**config.mk**
```make
export PLATFORM = sky130hd
export DESIGN_NAME = fu_wb_arbiter
export DESIGN_NICKNAME = d
export VERILOG_FILES = /design/src/rtl/fu_wb_arbiter.sv
export SDC_FILE = /design/constraint.sdc
export NUM_CORES = 1
export LEC_CHECK = 0
export ABC_AREA = 1
export CAP_MARGIN = 20
export CORE_MARGIN = 10
export CORE_UTILIZATION = 65
export CTS_CLUSTER_SIZE = 30
export DETAILED_ROUTE_END_ITERATION = 7
export DONT_BUFFER_PORTS = 1
export PLACE_DENSITY = 0.81
export SLEW_MARGIN = 40
export SYNTH_ARGS = -nofsm -noshare
export SYNTH_HDL_FRONTEND = slang
export SYNTH_SLANG_ARGS = --single-unit
export TNS_END_PERCENT = 1
```
**constraint.sdc**
```tcl
create_clock -name clk -period 10.9 [get_ports clk]
set_clock_uncertainty 0.1 [all_clocks]
set_input_delay 2.18 -clock clk [delete_from_list [all_inputs] [get_ports clk]]
set_output_delay 2.18 -clock clk [all_outputs]
set_load 0.05 [all_outputs]
```
**src/rtl/fu_wb_arbiter.sv**
```systemverilog
// -----------------------------------------------------------------------------
// fu_wb_arbiter
//   Shares a single writeback bus between NUM_FU functional units. Each FU
//   owns a QDEPTH-entry result FIFO; every cycle one non-empty FIFO is granted
//   and its head is registered onto the wb_* outputs (one-cycle latency,
//   one result per cycle sustained).
//
// Configuration:
//   FU_WB_ARB_PRIORITY_EN  defined   -> non-empty queue 0 (branch unit) always
//                                       wins; rr_ptr is not moved by its grants.
//                          undefined -> pure round-robin starting at rr_ptr+1.
//
// Ports:
//   clk, rst        rising-edge clock, synchronous active-high reset
//   flush           discard all queued results (rst has priority)
//   req_valid       per-FU result valid
//   req_data        per-FU result data, FU i at slice i
//   req_prn         per-FU destination physical register number
//   req_prn_valid   per-FU "writes a register" flag
//   req_inst_id     per-FU instruction id
//   req_ready       per-FU queue can accept (0 while rst is high)
//   wb_valid        writeback bus carries a result this cycle
//   wb_data, wb_prn, wb_prn_valid, wb_inst_id   granted result fields
//   wb_src          index of the FU whose result is on the bus
// -----------------------------------------------------------------------------
module fu_wb_arbiter #(
    parameter int unsigned NUM_FU = 4,
    parameter int unsigned DATA_W = 64,
    parameter int unsigned PRN_W  = 7,
    parameter int unsigned ID_W   = 6,
    parameter int unsigned QDEPTH = 2
) (
    input  logic                        clk,
    input  logic                        rst,
    input  logic                        flush,
    input  logic [NUM_FU-1:0]           req_valid,
    input  logic [NUM_FU*DATA_W-1:0]    req_data,
    input  logic [NUM_FU*PRN_W-1:0]     req_prn,
    input  logic [NUM_FU-1:0]           req_prn_valid,
    input  logic [NUM_FU*ID_W-1:0]      req_inst_id,
    output logic [NUM_FU-1:0]           req_ready,
    output logic                        wb_valid,
    output logic [DATA_W-1:0]           wb_data,
    output logic [PRN_W-1:0]            wb_prn,
    output logic                        wb_prn_valid,
    output logic [ID_W-1:0]             wb_inst_id,
    output logic [$clog2(NUM_FU)-1:0]   wb_src
);

    localparam int unsigned SRC_W = $clog2(NUM_FU);
    localparam int unsigned PTR_W = $clog2(QDEPTH);
    localparam int unsigned CNT_W = PTR_W + 1;

    // Per-FU result storage
    logic [DATA_W-1:0] q_data [NUM_FU][QDEPTH];
    logic [PRN_W-1:0]  q_prn  [NUM_FU][QDEPTH];
    logic              q_prnv [NUM_FU][QDEPTH];
    logic [ID_W-1:0]   q_id   [NUM_FU][QDEPTH];

    logic [PTR_W-1:0]  wr_ptr [NUM_FU];
    logic [PTR_W-1:0]  rd_ptr [NUM_FU];
    logic [CNT_W-1:0]  count  [NUM_FU];

    logic [SRC_W-1:0]  rr_ptr;
    logic [NUM_FU-1:0] nonempty;
    logic [NUM_FU-1:0] enq;
    logic [NUM_FU-1:0] deq;
    logic              grant_valid;
    logic [SRC_W-1:0]  grant_idx;
    logic              rr_upd;

    // Ready is taken from the count before any same-cycle dequeue, so a full
    // queue never accepts even when it is being granted.
    always_comb begin
        for (int unsigned i = 0; i < NUM_FU; i++) begin
            nonempty[i]  = (count[i] != '0);
            req_ready[i] = !rst && (count[i] < CNT_W'(QDEPTH));
        end
    end

    // Grant selection: scan rr_ptr+1, rr_ptr+2, ... wrapping, first non-empty wins.
    always_comb begin
        logic [SRC_W-1:0] cand;
        grant_valid = 1'b0;
        grant_idx   = '0;
        cand        = '0;
`ifdef FU_WB_ARB_PRIORITY_EN
        if (nonempty[0]) begin
            grant_valid = 1'b1;
            grant_idx   = '0;
        end else
`endif
        for (int unsigned k = 1; k <= NUM_FU; k++) begin
            cand = SRC_W'((32'(rr_ptr) + k) % NUM_FU);
            if (!grant_valid && nonempty[cand]) begin
                grant_valid = 1'b1;
                grant_idx   = cand;
            end
        end
    end

    always_comb begin
`ifdef FU_WB_ARB_PRIORITY_EN
        // Queue 0 grants are priority grants and leave the rotation alone.
        rr_upd = grant_valid && (grant_idx != '0);
`else
        rr_upd = grant_valid;
`endif
        for (int unsigned i = 0; i < NUM_FU; i++) begin
            enq[i] = req_valid[i] && req_ready[i];
            deq[i] = grant_valid && (grant_idx == SRC_W'(i));
        end
    end

    always_ff @(posedge clk) begin
        if (rst) begin
            for (int unsigned i = 0; i < NUM_FU; i++) begin
                wr_ptr[i] <= '0;
                rd_ptr[i] <= '0;
                count[i]  <= '0;
            end
            rr_ptr       <= SRC_W'(NUM_FU - 1);
            wb_valid     <= 1'b0;
            wb_data      <= '0;
            wb_prn       <= '0;
            wb_prn_valid <= 1'b0;
            wb_inst_id   <= '0;
            wb_src       <= '0;
        end else if (flush) begin
            for (int unsigned i = 0; i < NUM_FU; i++) begin
                wr_ptr[i] <= '0;
                rd_ptr[i] <= '0;
                count[i]  <= '0;
            end
            wb_valid <= 1'b0;
        end else begin
            for (int unsigned i = 0; i < NUM_FU; i++) begin
                if (enq[i]) begin
                    q_data[i][wr_ptr[i]] <= req_data[i*DATA_W +: DATA_W];
                    q_prn[i][wr_ptr[i]]  <= req_prn[i*PRN_W +: PRN_W];
                    q_prnv[i][wr_ptr[i]] <= req_prn_valid[i];
                    q_id[i][wr_ptr[i]]   <= req_inst_id[i*ID_W +: ID_W];
                    wr_ptr[i]            <= wr_ptr[i] + PTR_W'(1);
                end
                if (deq[i]) begin
                    rd_ptr[i] <= rd_ptr[i] + PTR_W'(1);
                end
                if (enq[i] && !deq[i]) begin
                    count[i] <= count[i] + CNT_W'(1);
                end else if (deq[i] && !enq[i]) begin
                    count[i] <= count[i] - CNT_W'(1);
                end
            end

            if (grant_valid) begin
                wb_valid     <= 1'b1;
                wb_data      <= q_data[grant_idx][rd_ptr[grant_idx]];
                wb_prn       <= q_prn[grant_idx][rd_ptr[grant_idx]];
                wb_prn_valid <= q_prnv[grant_idx][rd_ptr[grant_idx]];
                wb_inst_id   <= q_id[grant_idx][rd_ptr[grant_idx]];
                wb_src       <= grant_idx;
                if (rr_upd) begin
                    rr_ptr <= grant_idx;
                end
            end else begin
                // Payload fields hold their previous values when idle.
                wb_valid <= 1'b0;
            end
        end
    end

endmodule
```
### Word level (Yosys, flattened, before mapping)

Memory sizes are Yosys's and may differ from the RTL's.
Cells that the tools add are included.

* register bits: 83
* memory bits (writable): 640
* bits of input ports: 319
* output and inout bits: 85
* logic and storage cells: 312
* memories: 7

Memories
* q_data: depth 4, width 128, read ports 1, clocked after Yosys merged registers in 0, wr ports 4, line 55 `logic [DATA_W-1:0] q_data [NUM_FU][QDEPTH];`
* q_prn: depth 4, width 14, read ports 1, clocked after Yosys merged registers in 0, wr ports 4, line 56 `logic [PRN_W-1:0] q_prn [NUM_FU][QDEPTH];`
* q_id: depth 4, width 12, read ports 1, clocked after Yosys merged registers in 0, wr ports 4, line 58 `logic [ID_W-1:0] q_id [NUM_FU][QDEPTH];`
* count: depth 4, width 2, read ports 4, clocked after Yosys merged registers in 0, wr ports 4, line 62 `logic [CNT_W-1:0] count [NUM_FU];`
* q_prnv: depth 4, width 2, read ports 1, clocked after Yosys merged registers in 0, wr ports 4, line 57 `logic q_prnv [NUM_FU][QDEPTH];`
* rd_ptr: depth 4, width 1, read ports 5, clocked after Yosys merged registers in 0, wr ports 4, line 61 `logic [PTR_W-1:0] rd_ptr [NUM_FU];`
* +1 memories

* add/sub/neg operators: 20
* $lt $le $gt $ge: 17
* equal/unequal tests: 3
* mux-type cells: 178
* bitwise gates (word level): 34
* reductions and logical operators: 46

Operators with widths (number)
* $mux 128: 4
* $mux 64: 7
* $demux 64 s1: 4
* $mux 1: 105
* $mux 14: 4
* $mux 7: 7
* $mux 12: 4
* $mux 6: 7
* $mux 2: 20
* $demux 7 s1: 4
* $or 1x1->1: 28
* $logic_and 1x1->1: 27
* $demux 6 s1: 4
* $add 2x1->2 const B: 6
* $logic_not 1->1: 12
* $lt 2x3->1 const B: 4
* $ge 2x2->1 const B: 5
* $not 1->2: 5
* $add 1x1->1 const B: 8
* $bmux 1 s2: 4
* $lt 2x1->1 const B: 4
* $lt 2x2->1 const B: 4
* $reduce_bool 2->1: 4
* $sub 2x1->2 const B: 4
* 8 further kinds: 13

### Logic depth before layout (Yosys ltp)

* depth in word-level cells: 23
* gate-level depth with buffers: 21
* depth with buffers taken out: 19

### Least setup slack after synthesis

OpenSTA, ideal clock, no wires.

* kind: in2reg
* from: input port rst
* to: memory q_data[1][0] in the netlist's numbering (enable)
* setup time: 515 ps
* data arrival time: 6547 ps
* required time: 10285 ps
* path slack: 3739 ps
* cell stages on the path: 5
* buffers on the path: 0
* cell sequence: nor2_1 -> nand2_1 -> nor2_1 -> inv_1 -> nor2_1

RTL lines
* start: declaration: line 34 `input logic rst,`
* end: declaration: line 55

### Worst setup path after layout

* from: input port rst
* to: output port req_ready[1]

* longest elaborated chain between the ends: 2

RTL lines
* $logic_not 1->1: line 77 `req_ready[i] = !rst && (count[i] < CNT_W'(QDEPTH));`
* $logic_and 1x1->1: line 77
* end: declaration: line 41 `output logic [NUM_FU-1:0] req_ready,`

Every way passes these cells.

==> results by stage <==
GRT:
- In this run the most used layer during global routing was met2.
- Global routing used 29.93% of the available tracks.
- The number of antenna violations at the first check in global routing is 6.
- Global routing consumed, on the met1 layer, 35.19% of the routing resources.
- The first global-routing pass estimated 122000 um of wire.
- Entering global routing, the biggest net connects 125 pins.
- The via count of the first global-routing pass is 20.41k.
- Global routing consumed, on the met2 layer, 49.05% of the routing resources.
- For met3 alone, demand over resource in global routing was 10.71%.
- The leftover overflow at the end of global routing is 0.

Placed design:
- Routability-driven placement finished with a final weighted congestion of 0.8682.
- During placement, the flow inserted port buffers numbering 0.
- After legalization and detailed placement, the total HPWL measured 50480 um.

Setup path:
- The data required time at the worst endpoint is 8620 ps.
- The dominant delay contributor by cell family on the critical path is simple AND/OR/NAND/NOR gates.
- Together, buffers and inverters on the worst path number 0.
- The number of cells on the worst reg-to-reg path is 16.
- The critical path in this run is classified as in -> out.
- STA classifies the critical path endpoint as an output port.
- The stage delay of the slowest cell on the critical path is 490 ps.
- The maximum net fanout on the critical path is 87.
- The critical path goes through nor2_2.
- In this run the number of cells on the critical path is 1.
- The standard cell with the maximum stage delay on the critical path is nor2_2.
- The critical path launch point type is an input port.
- Data arrives at the worst endpoint at 2680 ps.

Die:
- The floorplan die width is 233.1 um.
- The height of the die is 233.1 um.
- The top-level I/O count is 404.
- The die covers 54340 sq um.
- The initial standard-cell utilization of the core is 65.32%.
- The core box area is 45190 sq um.
- The number of rows in the core area is 78.

STA:
- The count of final hold-check violations is 0.
- The routed design could run at a clock period as short as 4958 ps.
- Setup violations remaining at the end of the flow were counted as 0.
- The final period utilization is 45.48%.
- Setup repair after global routing left no endpoint under its margin.
- The number of max-slew violations in the final report is 0.
- The timing-limited maximum frequency is 0.2017 GHz.
- In the final timing run, aggregate negative setup slack is 0 ps.
- At the pin with the least slew margin, the transition time is 871.5 ps.
- The tightest slew margin relative to the limit is 41.90%.

Logic synthesis:
- The share of cell area taken by muxes after synthesis is 0%.
- The post-synthesis cell type count is 28.
- Counting every net in the synthesized netlist gives 2935.
- The synthesized netlist devotes 0.08902% of its cell area to XOR and XNOR gates.
- After technology mapping, the gate count stands at 2610.
- The area share of fa/ha/maj cells after synthesis is 0.2543%.
- The largest family of logic cells by synthesized area is simple AND/OR/NAND/NOR gates.
- The flip-flop and latch count after synthesis is 723.
- Summing the areas of all compound-gate instances in the mapped netlist gives 1.657% of the synthesized area.
- Each instance of the synthesized netlist takes up on average 11.31 sq um.
- The Yosys warning count is 0.
- Sequential cells were found to cover 70.67% of the synthesized design area.
- The share of synthesized cell area in and, or, nand and nor gates is 23.45%.
- The synthesized netlist occupies a cell area of 29520 sq um.

CTS:
- Clock tree synthesis selected as its root buffer the cell clkbuf_16.
- The total clock sinks is 723.
- The insertion delay to the later sink of the worst-skew pair is 610 ps.
- No sink is reached through more buffers than the 3 on the longest clock path.
- Counting the buffers created by CTS gives 72.
- The number of hold buffers added after CTS was 0.
- The clock-pin slew of the registers on the worst-case setup and hold paths is 60 ps.
- The H-tree was split into 3 levels.
- The clock tree from TritonCTS is built.
- The number of buffers inserted to repair setup after CTS is 0.
- The number of gates resized after CTS was 0.

Cells and area:
- The library cell used most frequently in the layout, excluding fill and tap cells, is edfxtp_1.
- The count of nets after finishing is 2841.
- Cells with a size suffix above 1 make up 6.682% of the layout.
- In the layout the commonest cells are edfxtp_1, nand2_1, nand3_1, nor2_1, nand4_1.
- Compared with the post-synthesis result, the final layout area differs by 9.122%.
- Counting the fill cells in the layout gives 2892.

Detailed routing:
- After detailed routing, the number of remaining DRC violations is 0.
- The wire length per cell after detailed routing is 26.28 um.
- The number of vias per cell after detailed routing is 6.548.
- The total number of vias is 20.80k.
- The number of nets with antenna violations after detailed routing is 0.
- The number of optimization iterations in the first detailed-route pass is 6.
- The number of DRC markers in iteration 0 is 2563.
- Wires add up to 83450 um.

Outcome:
- The flow ran to the end, and the final reports show no timing, DRC or antenna violations.

Hold path:
- The min-delay analysis places its worst path in the category reg -> reg.
- The count of cells along the worst hold path is 2.

Job:
- Across the run, the number of max-cap violations was 0.
[final timing paths]
check	start	endpoint	slack (ps)
worst max-delay path	rst	req_ready[1]	5940
worst min-delay path	rd_ptr[2]	rd_ptr[2]	410
worst max register to register	rr_ptr[0]	wb_data[19]	6450
worst min register to register	rd_ptr[2]	rd_ptr[2]	410
[kinds of logic after synthesis]
kind of cell / Yosys count
flops: 723
simple gates: 1536
buf+inv: 248
fa+ha+maj: 6
xor+xnor: 3
compound gates: 94
[cell type report]
class / instances / area, sq um / share of cell area (%)
well taps: 600 / 750.7 / 2.331
multi-input cells: 1639 / 7660 / 23.78
diodes: 2 / 5.005 / 0.01554
clock inverters: 23 / 227.7 / 0.7070
flip-flops and latches: 723 / 20860 / 64.76
clock buffers: 109 / 2137 / 6.635
repair buffers: 33 / 380.4 / 1.181
inverters: 47 / 188.9 / 0.5866
[cells in the mapped netlist]
| cell type | count | share of area [%] |
|---|---|---|
| a211oi_1 | 1 | 0.025 |
| a21oi_1 | 85 | 1.4 |
| a21oi_4 | 1 | 0.055 |
| buf_1 | 24 | 0.31 |
| buf_2 | 73 | 1.2 |
| buf_4 | 30 | 0.76 |
| buf_6 | 1 | 0.038 |
| clkbuf_1 | 73 | 0.93 |
| dfxtp_1 | 85 | 5.8 |
| edfxtp_1 | 638 | 65 |
| ha_1 | 6 | 0.25 |
| inv_1 | 39 | 0.50 |
| inv_2 | 7 | 0.089 |
| inv_4 | 1 | 0.021 |
| nand2_1 | 602 | 7.7 |
| nand2_2 | 4 | 0.085 |
| nand3_1 | 566 | 9.6 |
| nand3_2 | 2 | 0.068 |
| nand3b_1 | 1 | 0.025 |
| nand4_1 | 157 | 3.3 |
| nand4_2 | 1 | 0.042 |
| nor2_1 | 197 | 2.5 |
| nor2_2 | 5 | 0.11 |
| nor2_4 | 1 | 0.038 |
| o211ai_1 | 2 | 0.051 |
| o21ai_0 | 4 | 0.068 |
| o21ai_1 | 1 | 0.017 |
| xor2_1 | 3 | 0.089 |
[metal layers]
metal  up-vias  routed length [um]
met2      1337               40850
met5         -                  62
met1     10100               27780
met3       227               11280
met4         8                3482
li1       9126                   -
[state kept, by name, summed over array words and instances, names as in the netlist]
| signal | flops |
|---|---|
| count | 8 |
| q_data | 512 |
| q_id | 48 |
| q_prn | 56 |
| q_prnv | 8 |
| rd_ptr | 4 |
| rr_ptr | 2 |
| wb_data | 64 |
| wb_inst_id | 6 |
| wb_prn | 7 |
| wb_prn_valid | 1 |
| wb_src | 2 |
| wb_valid | 1 |
| wr_ptr | 4 |
[stage by stage]
stage | area [sq um] | utilization (%) | worst slack, ps | cells | hold WS (ps)
2_1_floorplan | 29520 | - | 3739 | 2610 | 365.6
3_3_place_gp | 29630 | 65.57 | 5212 | 3034 | 383.1
3_5_place_dp | 29770 | 65.88 | 5770 | 3039 | 395.1
4_1_cts | 32130 | 71.11 | 5953 | 3171 | 405.2
5_1_grt | 32200 | 71.27 | 5939 | 3174 | 433.4
6_report | 32210 | 71.28 | 5942 | 3176 | 412.6
Power is not shown: default switching activity piles up to over one toggle a cycle in this logic, so the estimate is an artifact.
